===== src/rtl/scaler_pkg.sv =====
// Shared definitions for the scaler: config address map, ctrl bits, frame FSM states, default widths.
package scaler_pkg;

  localparam int SC_IN_RES_W  = 11;
  localparam int SC_OUT_RES_W = 11;

  localparam logic [3:0] ADDR_XBGN   = 4'd0;
  localparam logic [3:0] ADDR_XEND   = 4'd1;
  localparam logic [3:0] ADDR_YBGN   = 4'd2;
  localparam logic [3:0] ADDR_YEND   = 4'd3;
  localparam logic [3:0] ADDR_INXRES = 4'd4;
  localparam logic [3:0] ADDR_INYRES = 4'd5;
  localparam logic [3:0] ADDR_OUTXRES = 4'd6;
  localparam logic [3:0] ADDR_OUTYRES = 4'd7;
  localparam logic [3:0] ADDR_CTRL   = 4'd8;

  localparam int CTRL_RUN     = 0;
  localparam int CTRL_ONESHOT = 1;
  localparam int CTRL_CLRERR  = 2;

  typedef enum logic [2:0] {
    ST_IDLE,
    ST_WAIT_VS,
    ST_LOAD,
    ST_CALC,
    ST_ACTIVE
  } state_e;

endpackage


===== src/rtl/scaler_cfg_regs.sv =====
// Software staging bank with write decode and geometry check; copied to the shadow bank on load_i.
module scaler_cfg_regs
  import scaler_pkg::*;
#(
  parameter int INPUT_RES_WIDTH  = SC_IN_RES_W,
  parameter int OUTPUT_RES_WIDTH = SC_OUT_RES_W,
  parameter int CFG_DATA_WIDTH   = 16
) (
  input  logic                        clk,
  input  logic                        rst,
  input  logic                        cfgWrEn_i,
  input  logic [3:0]                  cfgAddr_i,
  input  logic [CFG_DATA_WIDTH-1:0]   cfgWrData_i,
  input  logic                        load_i,
  input  logic                        clrRun_i,
  output logic [INPUT_RES_WIDTH-1:0]  xBgn_o,
  output logic [INPUT_RES_WIDTH-1:0]  xEnd_o,
  output logic [INPUT_RES_WIDTH-1:0]  yBgn_o,
  output logic [INPUT_RES_WIDTH-1:0]  yEnd_o,
  output logic [INPUT_RES_WIDTH-1:0]  inXRes_o,
  output logic [INPUT_RES_WIDTH-1:0]  inYRes_o,
  output logic [OUTPUT_RES_WIDTH:0]   outXRes_o,
  output logic [OUTPUT_RES_WIDTH:0]   outYRes_o,
  output logic                        run_o,
  output logic                        oneShot_o,
  output logic                        clrErr_o,
  output logic                        cfgValid_o
);

  logic [INPUT_RES_WIDTH-1:0] stXBgn_q, stXEnd_q, stYBgn_q, stYEnd_q, stInXRes_q, stInYRes_q;
  logic [OUTPUT_RES_WIDTH:0]  stOutXRes_q, stOutYRes_q;
  logic                       run_q, oneShot_q;
  logic                       unusedData;

  assign unusedData = ^cfgWrData_i;

  always_ff @(posedge clk) begin
    if (rst) begin
      stXBgn_q    <= '0;
      stXEnd_q    <= '0;
      stYBgn_q    <= '0;
      stYEnd_q    <= '0;
      stInXRes_q  <= '0;
      stInYRes_q  <= '0;
      stOutXRes_q <= '0;
      stOutYRes_q <= '0;
      run_q       <= 1'b0;
      oneShot_q   <= 1'b0;
      xBgn_o      <= '0;
      xEnd_o      <= '0;
      yBgn_o      <= '0;
      yEnd_o      <= '0;
      inXRes_o    <= '0;
      inYRes_o    <= '0;
      outXRes_o   <= '0;
      outYRes_o   <= '0;
    end else begin
      if (cfgWrEn_i) begin
        case (cfgAddr_i)
          ADDR_XBGN:    stXBgn_q    <= cfgWrData_i[INPUT_RES_WIDTH-1:0];
          ADDR_XEND:    stXEnd_q    <= cfgWrData_i[INPUT_RES_WIDTH-1:0];
          ADDR_YBGN:    stYBgn_q    <= cfgWrData_i[INPUT_RES_WIDTH-1:0];
          ADDR_YEND:    stYEnd_q    <= cfgWrData_i[INPUT_RES_WIDTH-1:0];
          ADDR_INXRES:  stInXRes_q  <= cfgWrData_i[INPUT_RES_WIDTH-1:0];
          ADDR_INYRES:  stInYRes_q  <= cfgWrData_i[INPUT_RES_WIDTH-1:0];
          ADDR_OUTXRES: stOutXRes_q <= cfgWrData_i[OUTPUT_RES_WIDTH:0];
          ADDR_OUTYRES: stOutYRes_q <= cfgWrData_i[OUTPUT_RES_WIDTH:0];
          ADDR_CTRL: begin
            run_q     <= cfgWrData_i[CTRL_RUN];
            oneShot_q <= cfgWrData_i[CTRL_ONESHOT];
          end
          default: ;
        endcase
      end
      // A finishing one-shot frame overrides a simultaneous software write of run.
      if (clrRun_i) run_q <= 1'b0;
      if (load_i) begin
        xBgn_o    <= stXBgn_q;
        xEnd_o    <= stXEnd_q;
        yBgn_o    <= stYBgn_q;
        yEnd_o    <= stYEnd_q;
        inXRes_o  <= stInXRes_q;
        inYRes_o  <= stInYRes_q;
        outXRes_o <= stOutXRes_q;
        outYRes_o <= stOutYRes_q;
      end
    end
  end

  assign run_o     = run_q;
  assign oneShot_o = oneShot_q;
  assign clrErr_o  = cfgWrEn_i && (cfgAddr_i == ADDR_CTRL) && cfgWrData_i[CTRL_CLRERR];

  assign cfgValid_o = (stXBgn_q < stXEnd_q) && (stYBgn_q < stYEnd_q) &&
                      (stXEnd_q < stInXRes_q) && (stYEnd_q < stInYRes_q) &&
                      (stOutXRes_q != '0) && (stOutYRes_q != '0);

endmodule


===== src/rtl/scaler_frame_ctrl.sv =====
// Frame sequencer: latches geometry on vsync, runs the coefficient settle window, gates input and counts lines.
module scaler_frame_ctrl
  import scaler_pkg::*;
#(
  parameter int INPUT_RES_WIDTH  = SC_IN_RES_W,
  parameter int OUTPUT_RES_WIDTH = SC_OUT_RES_W,
  parameter int CFG_DATA_WIDTH   = 16,
  parameter int COEF_WAIT        = 32,
  parameter int FRAME_CNT_WIDTH  = 16
) (
  input  logic                        clk,
  input  logic                        rst,
  input  logic                        cfgWrEn,
  input  logic [3:0]                  cfgAddr,
  input  logic [CFG_DATA_WIDTH-1:0]   cfgWrData,
  input  logic                        iVsyn,
  input  logic                        iHsyn,
  output logic [INPUT_RES_WIDTH-1:0]  xBgn,
  output logic [INPUT_RES_WIDTH-1:0]  xEnd,
  output logic [INPUT_RES_WIDTH-1:0]  yBgn,
  output logic [INPUT_RES_WIDTH-1:0]  yEnd,
  output logic [INPUT_RES_WIDTH-1:0]  inXRes,
  output logic [INPUT_RES_WIDTH-1:0]  inYRes,
  output logic [OUTPUT_RES_WIDTH:0]   outXRes,
  output logic [OUTPUT_RES_WIDTH:0]   outYRes,
  output logic                        coefEn,
  output logic                        inEn,
  output logic                        busy,
  output logic                        cfgErr,
  output logic                        frameErr,
  output logic                        frameDone,
  output logic [FRAME_CNT_WIDTH-1:0]  frameCnt
);

  localparam int WAIT_W = (COEF_WAIT > 1) ? $clog2(COEF_WAIT) : 1;
  localparam int LINE_W = INPUT_RES_WIDTH + 1;

  state_e                     state_q;
  logic                       vsD_q, hsD_q;
  logic                       coefEn_q, inEn_q, busy_q, cfgErr_q, frameErr_q, frameDone_q;
  logic [FRAME_CNT_WIDTH-1:0] frameCnt_q;
  logic [LINE_W-1:0]          lineCnt_q;
  logic [WAIT_W-1:0]          waitCnt_q;

  logic        vsRise, hsRise, frameComplete;
  logic        run, oneShot, clrErr, cfgValid, loadShadow, clrRun;
  logic [LINE_W-1:0] yEndP1;

  assign vsRise        = iVsyn & ~vsD_q;
  assign hsRise        = iHsyn & ~hsD_q;
  assign yEndP1        = {1'b0, yEnd} + LINE_W'(1);
  assign frameComplete = (lineCnt_q == yEndP1);
  assign loadShadow    = (state_q == ST_LOAD);
  assign clrRun        = (state_q == ST_ACTIVE) && frameComplete && oneShot;

  scaler_cfg_regs #(
    .INPUT_RES_WIDTH (INPUT_RES_WIDTH),
    .OUTPUT_RES_WIDTH(OUTPUT_RES_WIDTH),
    .CFG_DATA_WIDTH  (CFG_DATA_WIDTH)
  ) u_cfg_regs (
    .clk        (clk),
    .rst        (rst),
    .cfgWrEn_i  (cfgWrEn),
    .cfgAddr_i  (cfgAddr),
    .cfgWrData_i(cfgWrData),
    .load_i     (loadShadow),
    .clrRun_i   (clrRun),
    .xBgn_o     (xBgn),
    .xEnd_o     (xEnd),
    .yBgn_o     (yBgn),
    .yEnd_o     (yEnd),
    .inXRes_o   (inXRes),
    .inYRes_o   (inYRes),
    .outXRes_o  (outXRes),
    .outYRes_o  (outYRes),
    .run_o      (run),
    .oneShot_o  (oneShot),
    .clrErr_o   (clrErr),
    .cfgValid_o (cfgValid)
  );

  always_ff @(posedge clk) begin
    vsD_q <= iVsyn;
    hsD_q <= iHsyn;
    if (rst) begin
      state_q     <= ST_IDLE;
      coefEn_q    <= 1'b0;
      inEn_q      <= 1'b0;
      busy_q      <= 1'b0;
      cfgErr_q    <= 1'b0;
      frameErr_q  <= 1'b0;
      frameDone_q <= 1'b0;
      frameCnt_q  <= '0;
      lineCnt_q   <= '0;
      waitCnt_q   <= '0;
    end else begin
      frameDone_q <= 1'b0;
      // Clear first so that an error raised in the same cycle survives.
      if (clrErr) begin
        cfgErr_q   <= 1'b0;
        frameErr_q <= 1'b0;
      end
      case (state_q)
        ST_IDLE: begin
          coefEn_q <= 1'b0;
          inEn_q   <= 1'b0;
          busy_q   <= 1'b0;
          if (run) state_q <= ST_WAIT_VS;
        end
        ST_WAIT_VS: begin
          if (!run) begin
            state_q <= ST_IDLE;
          end else if (vsRise) begin
            if (cfgValid) begin
              state_q <= ST_LOAD;
              busy_q  <= 1'b1;
            end else begin
              cfgErr_q <= 1'b1;
            end
          end
        end
        ST_LOAD: begin
          state_q   <= ST_CALC;
          coefEn_q  <= 1'b1;
          waitCnt_q <= '0;
          lineCnt_q <= '0;
        end
        ST_CALC: begin
          if (waitCnt_q == WAIT_W'(COEF_WAIT - 1)) begin
            state_q <= ST_ACTIVE;
            inEn_q  <= 1'b1;
          end else begin
            waitCnt_q <= waitCnt_q + WAIT_W'(1);
          end
        end
        ST_ACTIVE: begin
          if (frameComplete || vsRise) begin
            coefEn_q <= 1'b0;
            inEn_q   <= 1'b0;
            busy_q   <= 1'b0;
            state_q  <= ST_WAIT_VS;
          end
          if (frameComplete) begin
            frameDone_q <= 1'b1;
            frameCnt_q  <= frameCnt_q + FRAME_CNT_WIDTH'(1);
            if (oneShot || !run) begin
              state_q <= ST_IDLE;
            end else if (vsRise) begin
              if (cfgValid) begin
                state_q <= ST_LOAD;
                busy_q  <= 1'b1;
              end else begin
                cfgErr_q <= 1'b1;
              end
            end
          end else if (vsRise) begin
            // Early sync aborts the frame and revalidates immediately.
            frameErr_q <= 1'b1;
            if (cfgValid) begin
              state_q <= ST_LOAD;
              busy_q  <= 1'b1;
            end else begin
              cfgErr_q <= 1'b1;
            end
          end else if (hsRise) begin
            lineCnt_q <= lineCnt_q + LINE_W'(1);
          end
        end
        default: state_q <= ST_IDLE;
      endcase
    end
  end

  assign coefEn    = coefEn_q;
  assign inEn      = inEn_q;
  assign busy      = busy_q;
  assign cfgErr    = cfgErr_q;
  assign frameErr  = frameErr_q;
  assign frameDone = frameDone_q;
  assign frameCnt  = frameCnt_q;

endmodule


===== config.mk =====
export PLATFORM = sky130hd
export DESIGN_NAME = scaler_frame_ctrl
export DESIGN_NICKNAME = d
export VERILOG_FILES = /design/src/rtl/scaler_pkg.sv /design/src/rtl/scaler_cfg_regs.sv /design/src/rtl/scaler_frame_ctrl.sv
export SDC_FILE = /design/constraint.sdc
export NUM_CORES = 1
export LEC_CHECK = 0
export BUFFER_PORTS_ARGS = -buffer_cell sky130_fd_sc_hd__clkbuf_2
export CORE_MARGIN = 2
export CORE_UTILIZATION = 58
export CTS_CLUSTER_SIZE = 30
export DETAILED_ROUTE_END_ITERATION = 8
export PLACE_DENSITY = 0.8
export SETUP_SLACK_MARGIN = 0.2
export SYNTH_ARGS = -nofsm -noshare
export SYNTH_HDL_FRONTEND = slang
export SYNTH_SLANG_ARGS = --single-unit

===== constraint.sdc =====
create_clock -name clk -period 2.94 [get_ports clk]
set_clock_uncertainty 0.15 [all_clocks]
set_input_delay 0.147 -clock clk [delete_from_list [all_inputs] [get_ports clk]]
set_output_delay 0.147 -clock clk [all_outputs]
set_load 0.05 [all_outputs]

==> impl_metrics.ini, run 1 <==
[critical_path]
crit_cells = 9
cp-end-kind = flip-flop
r2r_cells = 9
critical_path.cell_chain = inv_1 > ha_1 > a211o_1 > a311oi_1 > nand4_1 > nor4_1 > buf_4 > a311o_1 > o21ai_1
cp.arrival_ns = 2.96
start_kind = flip-flop
worstPathRequired_ns = 3.19
crit_fanout = 4
crit_path_max_incr_delay_ns = 0.42
crit_buf_inv = 2
cp_top_family = compound AO/OA/AOI/OAI gates
path_class = reg2reg
slowest_stage = dfxtp_1

[sta]
final.setup.tns_ns = 0
final_max_slew_viol_count = 0
layout_min_cycle_time_ns = 2.71
slew_headroom = 0.464
final-setup-viol-count = 0
finalHoldViolations = 0
fin_crit_sh = 0.923
rsz0062_at_grt = yes
tightest_slew_ns = 0.804
max_freq_mhz = 369

[synthesis]
async_flop_share = 0
syn_area_mm2 = 0.0101
ys_ff_latch = 226
syn_area_per_cell_um2 = 8.25
synth_cell_types = 68
synth_flop_cell = dfxtp_1
synth_edf_count = 0
yosys_warnings = 0
postSynthCellCount = 1226
mappedNetlistNets = 1296
synth-seq-area-share = 0.447

[die]
die_width_um = 136
std_cell_rows = 48
ioPinCount = 137
core-area_mm2 = 0.0172
die_y_um = 136
initial_utilization = 0.589
dieArea_mm2 = 0.0185

[global_routing]
grt-ovfl-total = 0
grt_max_degree = 190
grt_pass1_vias = 8391
antenna_found_initial = 0
grt_pass1_wl_mm = 42.3
grt_usage = 0.283

[route]
wl_mm = 26.6
routedWlPerCell_um = 16.9
firstDrtPassIters = 7
ant_nets = 0
drc = 0
vias = 9088
avgViaCountPerCell = 5.76
dr.first_iter.drc_count = 568

[finish]
utilization = 0.704
multi_input_area_mm2 = 0.00513
drive_gt1_frac = 0.164
nets = 1405
layout.cells.non_filler = 1578
syn2layout_area_growth_pct = 19.5
num_antenna_cells = 0
seqCellArea_mm2 = 0.00454
fillers = 1350

[clock_network]
numCtsBuffers = 24
clockBufferDepth = 3
cts.sinks = 226
cts_htree_levels = 1
cts_root_buffer = clkbuf_16
clk_latency_ns = 0.52
clk_pin_slew_ns = 0.06
cts_tree = done
post-cts-setup-buffers = 0

[worst_hold_path]
min_path_type = in2reg
hold_depth = 5

[power]
p_comb_frac = 0.037
switchingPower_w = 0.00145
leakagePower_nw = 4.71
p_int_w = 0.00540
p_seq_frac = 0.452
clkPwrFrac = 0.511
ir_drop_v = 0.000411
power_density_mw_per_mm2 = 566
swShare = 0.211

[place]
dp_cells = 1513
hpwl_mm = 17.0
gp_congestion = 0.900
io_buffers = 132

[outcome]
status = complete, no violations

[job]
maxCapViolCount = 0
sequential cells by signal, summed over array words and instances, names as in the netlist, 12 cells and up:
signal	flops
frameCnt	16
lineCnt_q	12
u_cfg_regs.outXRes_o	12
u_cfg_regs.outYRes_o	12
u_cfg_regs.stOutXRes_q	12
u_cfg_regs.stOutYRes_q	12
synth_stat cells, types with 10 or more instances:
master	instances	area, um^2
a21oi_1	160	801
buf_1	11	41.3
clkbuf_1	64	240
dfxtp_1	226	4520
ha_1	45	563
inv_1	47	176
mux2i_1	61	611
nand2_1	272	1020
nand3_1	34	170
nand4_1	15	93.8
nor2_1	95	357
nor3_1	10	50.1
nor4_1	10	62.6
o31ai_1	18	135
or4_1	19	143
stage by stage:
step / hold slack, ns / cell area [um^2] / power, W / worst slack, ns
final: 0.0778 / 12100 / 0.00684 / 0.227
after global routing: 0.116 / 12100 / 0.00702 / 0.162
after CTS: -0.225 / 12000 / 0.00686 / 0.166
after detailed placement: 0.126 / 10900 / 0.00339 / 0.165
after global placement: 0.116 / 10900 / 0.00338 / 0.228
after floorplan: 0.0247 / 10100 / 0.00331 / 0.205
cell families after synthesis:
family / count (synthesis) / share of synthesized area
adders and majority gates: 45 / 0.0557
and+or+nand+nor: 511 / 0.231
buffers and inverters: 132 / 0.0517
DFF: 226 / 0.447
muxes: 62 / 0.0615
AOI/OAI and AO/OA: 236 / 0.139
xor gates and xnor gates: 14 / 0.0135
power groups by stage:
stage / clock network (W) / registers, W / logic, W
global route: 0.00365 / 0.00309 / 0.000269
finish: 0.00350 / 0.00309 / 0.000251
detailed placement: 0 / 0.00316 / 0.000224
global placement: 0 / 0.00316 / 0.000219
CTS: 0.00352 / 0.00310 / 0.000245
floorplan: 0 / 0.00316 / 0.000150
final cells by class:
type / instances / share of cell area
multi-input cells: 868 / 0.424
flip-flops and latches: 226 / 0.375
repair buffers: 168 / 0.0850
clock buffers: 32 / 0.0589
well taps: 225 / 0.0233
clock inverters: 12 / 0.0185
inverters: 47 / 0.0146
what timing repair did:
action                                  4_1_cts  5_1_grt
hold buffers                                 20        1
gates resized for setup                       0       10
endpoints found under the hold margin        99       18
endpoints found under the setup margin       15       35
gates cloned                                  0        0
pin swaps                                     0        1
tightest hold or removal path, delay by kind of cell:
family          cells  cell delay (ns)
compound gates      1             0.06
buf+inv             1             0.09
simple gates        3             0.41
worst paths after layout:
| kind | slack, ns | from | endpoint |
|---|---|---|---|
| max reg2reg | 0.23 | u_cfg_regs.stXEnd_q[1] | busy |
| min | 0.08 | cfgWrEn | cfgErr |
| max | 0.23 | u_cfg_regs.stXEnd_q[1] | busy |
| min reg2reg | 0.30 | u_cfg_regs.outXRes_o[7] | u_cfg_regs.outXRes_o[7] |
routing by layer:
layer	GRT usage	wire, um	vias to the layer above
met5	0	0	-
met4	0.0932	730	0
met3	0.0496	1830	60
met2	0.479	12800	315
met1	0.365	11300	4272
li1	-	-	4441
placed cells by master, fill, tap and decap left out, types with 5 or more instances in the layout:
cell type        n
a211o_1          6
a21oi_1        160
and3_1           8
and4_1           6
buf_4           12
bufinv_16        6
clkbuf_16       25
clkbuf_2       131
clkbuf_8         6
dfxtp_1        220
dlygate4sd3_1   21
ha_1            44
inv_1           47
mux2i_1         61
nand2_1        271
nand2b_1         8
nand3_1         34
nand3b_1         6
nand4_1         15
nor2_1          95
nor3_1           9
nor4_1          10
o211ai_1         5
o21ai_0          8
o31ai_1         18
or4_1           19
xnor2_1          7
xor2_1           5
(Power assumes the default switching activity.)
==> run 2: changes to the inputs <==
- ABC_AREA: unset -> 1
- CAP_MARGIN: unset -> 20
==> run 2 against run 1 <==
- routed wire length shrank 3.1%
- critical endpoint is now state_q[2]
- design area shrank 2.7%
- critical path type unchanged
- synthesized cell count grew 11%
==> impl_metrics.ini, run 2 <==
[synthesis]
postSynthCellCount = 1365
syn_area_mm2 = 0.0100
synth_cell_types = 34
synth-seq-area-share = 0.452
synth_top_area_cell = dfxtp_1
synthTopCellsByCount = nor2_1, dfxtp_1, o21ai_0
synth_edf_count = 0
synth.top_cell.area_share = 0.452
netlist_top_cells_area = dfxtp_1, o21ai_0, nor2_1
yosys_warnings = 0
ys_ff_latch = 226
synth.most_common_cell = nor2_1
async_flop_share = 0
mappedNetlistNets = 1435
syn_area_per_cell_um2 = 7.34
synth_flop_cell = dfxtp_1

[clock_network]
clockBufferDepth = 3
cts_root_buffer = clkbuf_16
post-cts-setup-buffers = 0
clk_latency_ns = 0.50
clk_pin_slew_ns = 0.06
cts.sinks = 226
cts_htree_levels = 1
numCtsBuffers = 23
cts_tree = done

[die]
die_width_um = 135
initial_utilization = 0.585
std_cell_rows = 48
die_y_um = 135
core-area_mm2 = 0.0171
dieArea_mm2 = 0.0183
ioPinCount = 137

[critical_path]
worstPathRequired_ns = 3.22
crit_fanout = 5
cp.arrival_ns = 2.76
reg2reg_slack_ns = 0.46
start_kind = flip-flop
path_class = reg2reg
cp-end-kind = flip-flop

[sta]
slew_headroom = 0.459
final_max_slew_viol_count = 0
final-setup-viol-count = 0
tightest_slew_ns = 0.809
fin_crit_sh = 0.845
max_freq_mhz = 403
layout_min_cycle_time_ns = 2.48
rsz0062_at_grt = no
finalHoldViolations = 0
final.setup.tns_ns = 0

[finish]
nets = 1552
num_antenna_cells = 0
utilization = 0.687
drive_gt1_frac = 0.134
largest_reg_flops = 16
layout_common_cells = nor2_1, dfxtp_1, o21ai_0
finalInstanceArea_mm2 = 0.0118
syn2layout_area_growth_pct = 17.4

[route]
firstDrtPassIters = 5
drc = 0
dr.first_iter.drc_count = 649
vias = 9271
routedWlPerCell_um = 15.0
avgViaCountPerCell = 5.39
wl_mm = 25.8
ant_nets = 0

[power]
power_density_mw_per_mm2 = 561
ir_drop_v = 0.000438
leakagePower_nw = 5.20
p_total_w = 0.00659

[global_routing]
grt_usage = 0.278
grt_max_degree = 180
grt_pass1_wl_mm = 41.5
antenna_found_initial = 0
grt-ovfl-total = 0
grt_pass1_vias = 8408

[place]
hpwl_mm = 17.1
gp_congestion = 0.865
io_buffers = 132
place_area_mm2 = 0.0108

[outcome]
status = complete, no violations

[worst_hold_path]
min_path_type = in2reg

[job]
maxCapViolCount = 0
run 2: changes by cell type in the layout (fill, tap and decap cells not counted), moves of 8 or more:
cell / previous run / this run
o21ai_0: 8 / 198
nor2_1: 95 / 226
nand2_1: 271 / 169
inv_1: 47 / 141
mux2i_1: 61 / 0
or4_1: 19 / 0
o31ai_1: 18 / 1
nand3_1: 34 / 50
and3_1: 8 / 0
nand2b_1: 8 / 0
nor4_1: 10 / 2
xor2_1: 5 / 13
run 2: timing repair:
item                       in CTS  in global routing
hold buffers                   17                  0
hold endpoints to repair       64                  0
setup endpoints to repair       0                  2
resized for setup               0                  1
run 2: stage by stage:
stage / worst slack (ns) / hold slack, ns / cells
2_1_floorplan: 0.439 / 0.0247 / 1365
3_3_place_gp: 0.518 / 0.116 / 1665
3_5_place_dp: 0.427 / 0.121 / 1665
4_1_cts: 0.418 / 0.0152 / 1720
5_1_grt: 0.221 / 0.0545 / 1720
6_report: 0.457 / 0.0246 / 1720
run 2: cell type report:
class / count / area, um^2
clock inverters: 3 / 67.6
fillers: 1420 / 5360
inverters: 143 / 539
multi-input cells: 930 / 4710
well taps: 225 / 282
flip-flops and latches: 226 / 4520
clock buffers: 35 / 711
repair buffers: 158 / 923
run 2: report_power, final:
group / leakage, nW / internal, W / switching (W)
logic: 3.00 / 0.000144 / 0.000327
registers: 1.82 / 0.00310 / 0.0000293
clock network: 0.380 / 0.00183 / 0.00116
total: 5.20 / 0.00507 / 0.00152
run 2: per-layer routing:
layer | global-route usage | share of wire | vias up | wire length [um]
met3 | 0.0595 | 0.074 | 46 | 1920
met5 | 0 | 0 | - | 0
met2 | 0.460 | 0.46 | 319 | 11900
li1 | - | - | 4693 | -
met4 | 0.0839 | 0.023 | 0 | 602
met1 | 0.367 | 0.44 | 4213 | 11300
run 2: worst max-delay path, stage by stage, from the launching register on:
cell and delay, ns:
dfxtp_1 0.34, inv_1 0.08, ha_1 0.32, nand2_1 0.07, inv_1 0.03, o21bai_1 0.15, nand2_1 0.08, nor2_1 0.11
nand3_1 0.07, nor2_1 0.16, nand4_1 0.24, a21oi_1 0.35, nand2_1 0.09, a31oi_1 0.17
run 2: cells by family after synthesis:
group / count (synthesis) / share of synthesized area
buffers and inverters: 209 / 0.0793
XOR/XNOR: 20 / 0.0175
AND/OR/NAND/NOR: 495 / 0.207
flip-flops: 226 / 0.452
adder cells (fa/ha/maj): 45 / 0.0562
AO/OA/AOI/OAI: 370 / 0.189
run 2: path summary, 6_finish.rpt:
check,startpoint,to,depth (start not counted)
min,cfgAddr[0],u_cfg_regs.stInYRes_q[0],5
max reg2reg,u_cfg_regs.stXEnd_q[8],state_q[2],13
min reg2reg,inEn,inEn,2
max,u_cfg_regs.stXEnd_q[8],state_q[2],13
==> run 3: changes to the inputs <==
- ABC_AREA: 1 -> 0
- clock period: 2.94 -> 2.6 ns (I/O delays scaled with it)
==> run 3 against run 2 <==
- die area increased by 0.93%
- sequential cell count unchanged
- fmax decreased by 4.4%
- via count increased by 1.3%
- final cell count decreased by 5.9%
- critical path type unchanged
==> impl_metrics.ini, run 3 (synthesis gave the netlist of run 1 again) <==
[critical_path]
start_kind = flip-flop
cp-end-kind = flip-flop
startpoint = u_cfg_regs.yEnd_o[0]
cp_top_family = simple AND/OR/NAND/NOR gates
r2r_start = u_cfg_regs.yEnd_o[0]
crit_path_max_incr_delay_ns = 0.42
crit_cells = 9
slowest_stage = or4_4
critical_path.cell_chain = ha_4 > nand3_4 > or3_4 > nand3_2 > and4b_1 > nand4_4 > clkbuf_16 > or4_4 > a21oi_2
path_class = reg2reg
crit_fanout = 7
cp.arrival_ns = 2.89
r2r_cells = 9
worstPathRequired_ns = 2.89
crit_buf_inv = 1

[clock_network]
numCtsBuffers = 24
clk_latency_ns = 0.52
cts_htree_levels = 1
cts_root_buffer = clkbuf_16
clockBufferDepth = 3
clk_pin_slew_ns = 0.06
cts.sinks = 226
cts_tree = done

[global_routing]
grt_usage = 0.292
antenna_found_initial = 0
grt-ovfl-total = 0
grt_max_degree = 139
grt_pass1_vias = 8739
grt_pass1_wl_mm = 43.7

[sta]
slew_headroom = 0.430
layout_min_cycle_time_ns = 2.60
tightest_slew_ns = 0.854
final-setup-viol-count = 0
fin_crit_sh = 0.999
finalHoldViolations = 0
rsz0062_at_grt = yes
final_max_slew_viol_count = 0
setup_ws_ns = 0.00318
hold_ws_ns = 0.0743
final.setup.tns_ns = 0
max_freq_mhz = 385

[power]
p_comb_frac = 0.041
power_density_mw_per_mm2 = 574
p_seq_frac = 0.483
p_int_w = 0.00564
ir_drop_v = 0.000609
switchingPower_w = 0.00160
clkPwrFrac = 0.477
swShare = 0.221
leakagePower_nw = 5.01

[finish]
fillers = 1284
finalInstanceArea_mm2 = 0.0126
num_antenna_cells = 0
syn2layout_area_growth_pct = 24.8
drive_gt1_frac = 0.207
layout_common_cells = nand2_1, dfxtp_1, a21oi_1
nets = 1446
layout_commonest_cell = nand2_1
largest_reg_flops = 16

[route]
ant_nets = 0
wl_mm = 28.4
vias = 9393
highest_layer = met4
wl_met2_mm = 13.9
wl_met1_mm = 11.8
routedWlPerCell_um = 17.6
drc = 0
dr.first_iter.drc_count = 634
firstDrtPassIters = 7
wl_met3_mm = 1.98
avgViaCountPerCell = 5.80

[place]
gp_congestion = 0.950
hpwl_mm = 17.4
place_ws_ns = -0.000935
io_buffers = 132
place_area_mm2 = 0.0110

[worst_hold_path]
hold_path_startpoint = cfgWrEn
min_path_type = in2reg
hold_depth = 5

[die]
dieArea_mm2 = 0.0185
ioPinCount = 137
std_cell_rows = 48
die_width_um = 136
die_y_um = 136
core-area_mm2 = 0.0172
initial_utilization = 0.589

[outcome]
status = complete, no violations

[job]
maxCapViolCount = 0
-- run 3: area by class of cell --
cell class / instances / area [um^2] / area share
timing repair buffer: 209 / 1470 / 0.116
sequential: 226 / 4570 / 0.362
tap: 225 / 282 / 0.0223
multi-input combinational: 868 / 5320 / 0.421
clock inverter: 8 / 68.8 / 0.00546
inverter: 47 / 176 / 0.0140
clock buffer: 36 / 738 / 0.0585
-- run 3: final timing paths --
path	end	slack (ns)
min	frameErr	0.07
max reg2reg	frameCnt[12]	0.003
max	frameCnt[12]	0.003
min reg2reg	u_cfg_regs.inYRes_o[0]	0.30
-- run 3: layer usage --
layer,GRT usage,vias to the layer above
met5,0,-
met4,0.103,0
met3,0.0548,60
met2,0.493,354
met1,0.372,4461
li1,-,4518
-- run 3: power by group through the flow --
stage | clock (W) | combinational [W] | sequential (W)
2_1_floorplan | 0 | 0.000170 | 0.00356
3_3_place_gp | 0 | 0.000252 | 0.00357
3_5_place_dp | 0 | 0.000257 | 0.00357
4_1_cts | 0.00348 | 0.000282 | 0.00349
5_1_grt | 0.00365 | 0.000316 | 0.00349
6_report | 0.00345 | 0.000294 | 0.00349
-- run 3: worst min-delay path, stage by stage --
cell and delay (ns):
clkbuf_2 0.09, nor2b_1 0.16, nand4_1 0.17, a2bb2oi_1 0.09
nor2_1 0.07
-- run 3: stage by stage --
stage	power (W)	util	std cells
after floorplan	0.00373	-	1226
after global placement	0.00382	0.642	1526
after detailed placement	0.00383	0.642	1526
after CTS	0.00726	0.721	1614
after global routing	0.00746	0.734	1619
final	0.00724	0.734	1619
-- run 3: timing repair --
item                                   CTS  global route
gates resized for setup                 17            37
cloned                                   2             2
setup buffers                           10             2
pin swaps                               31             8
setup endpoints to repair               28            45
hold buffers                            32             1
endpoints found under the hold margin  116             6
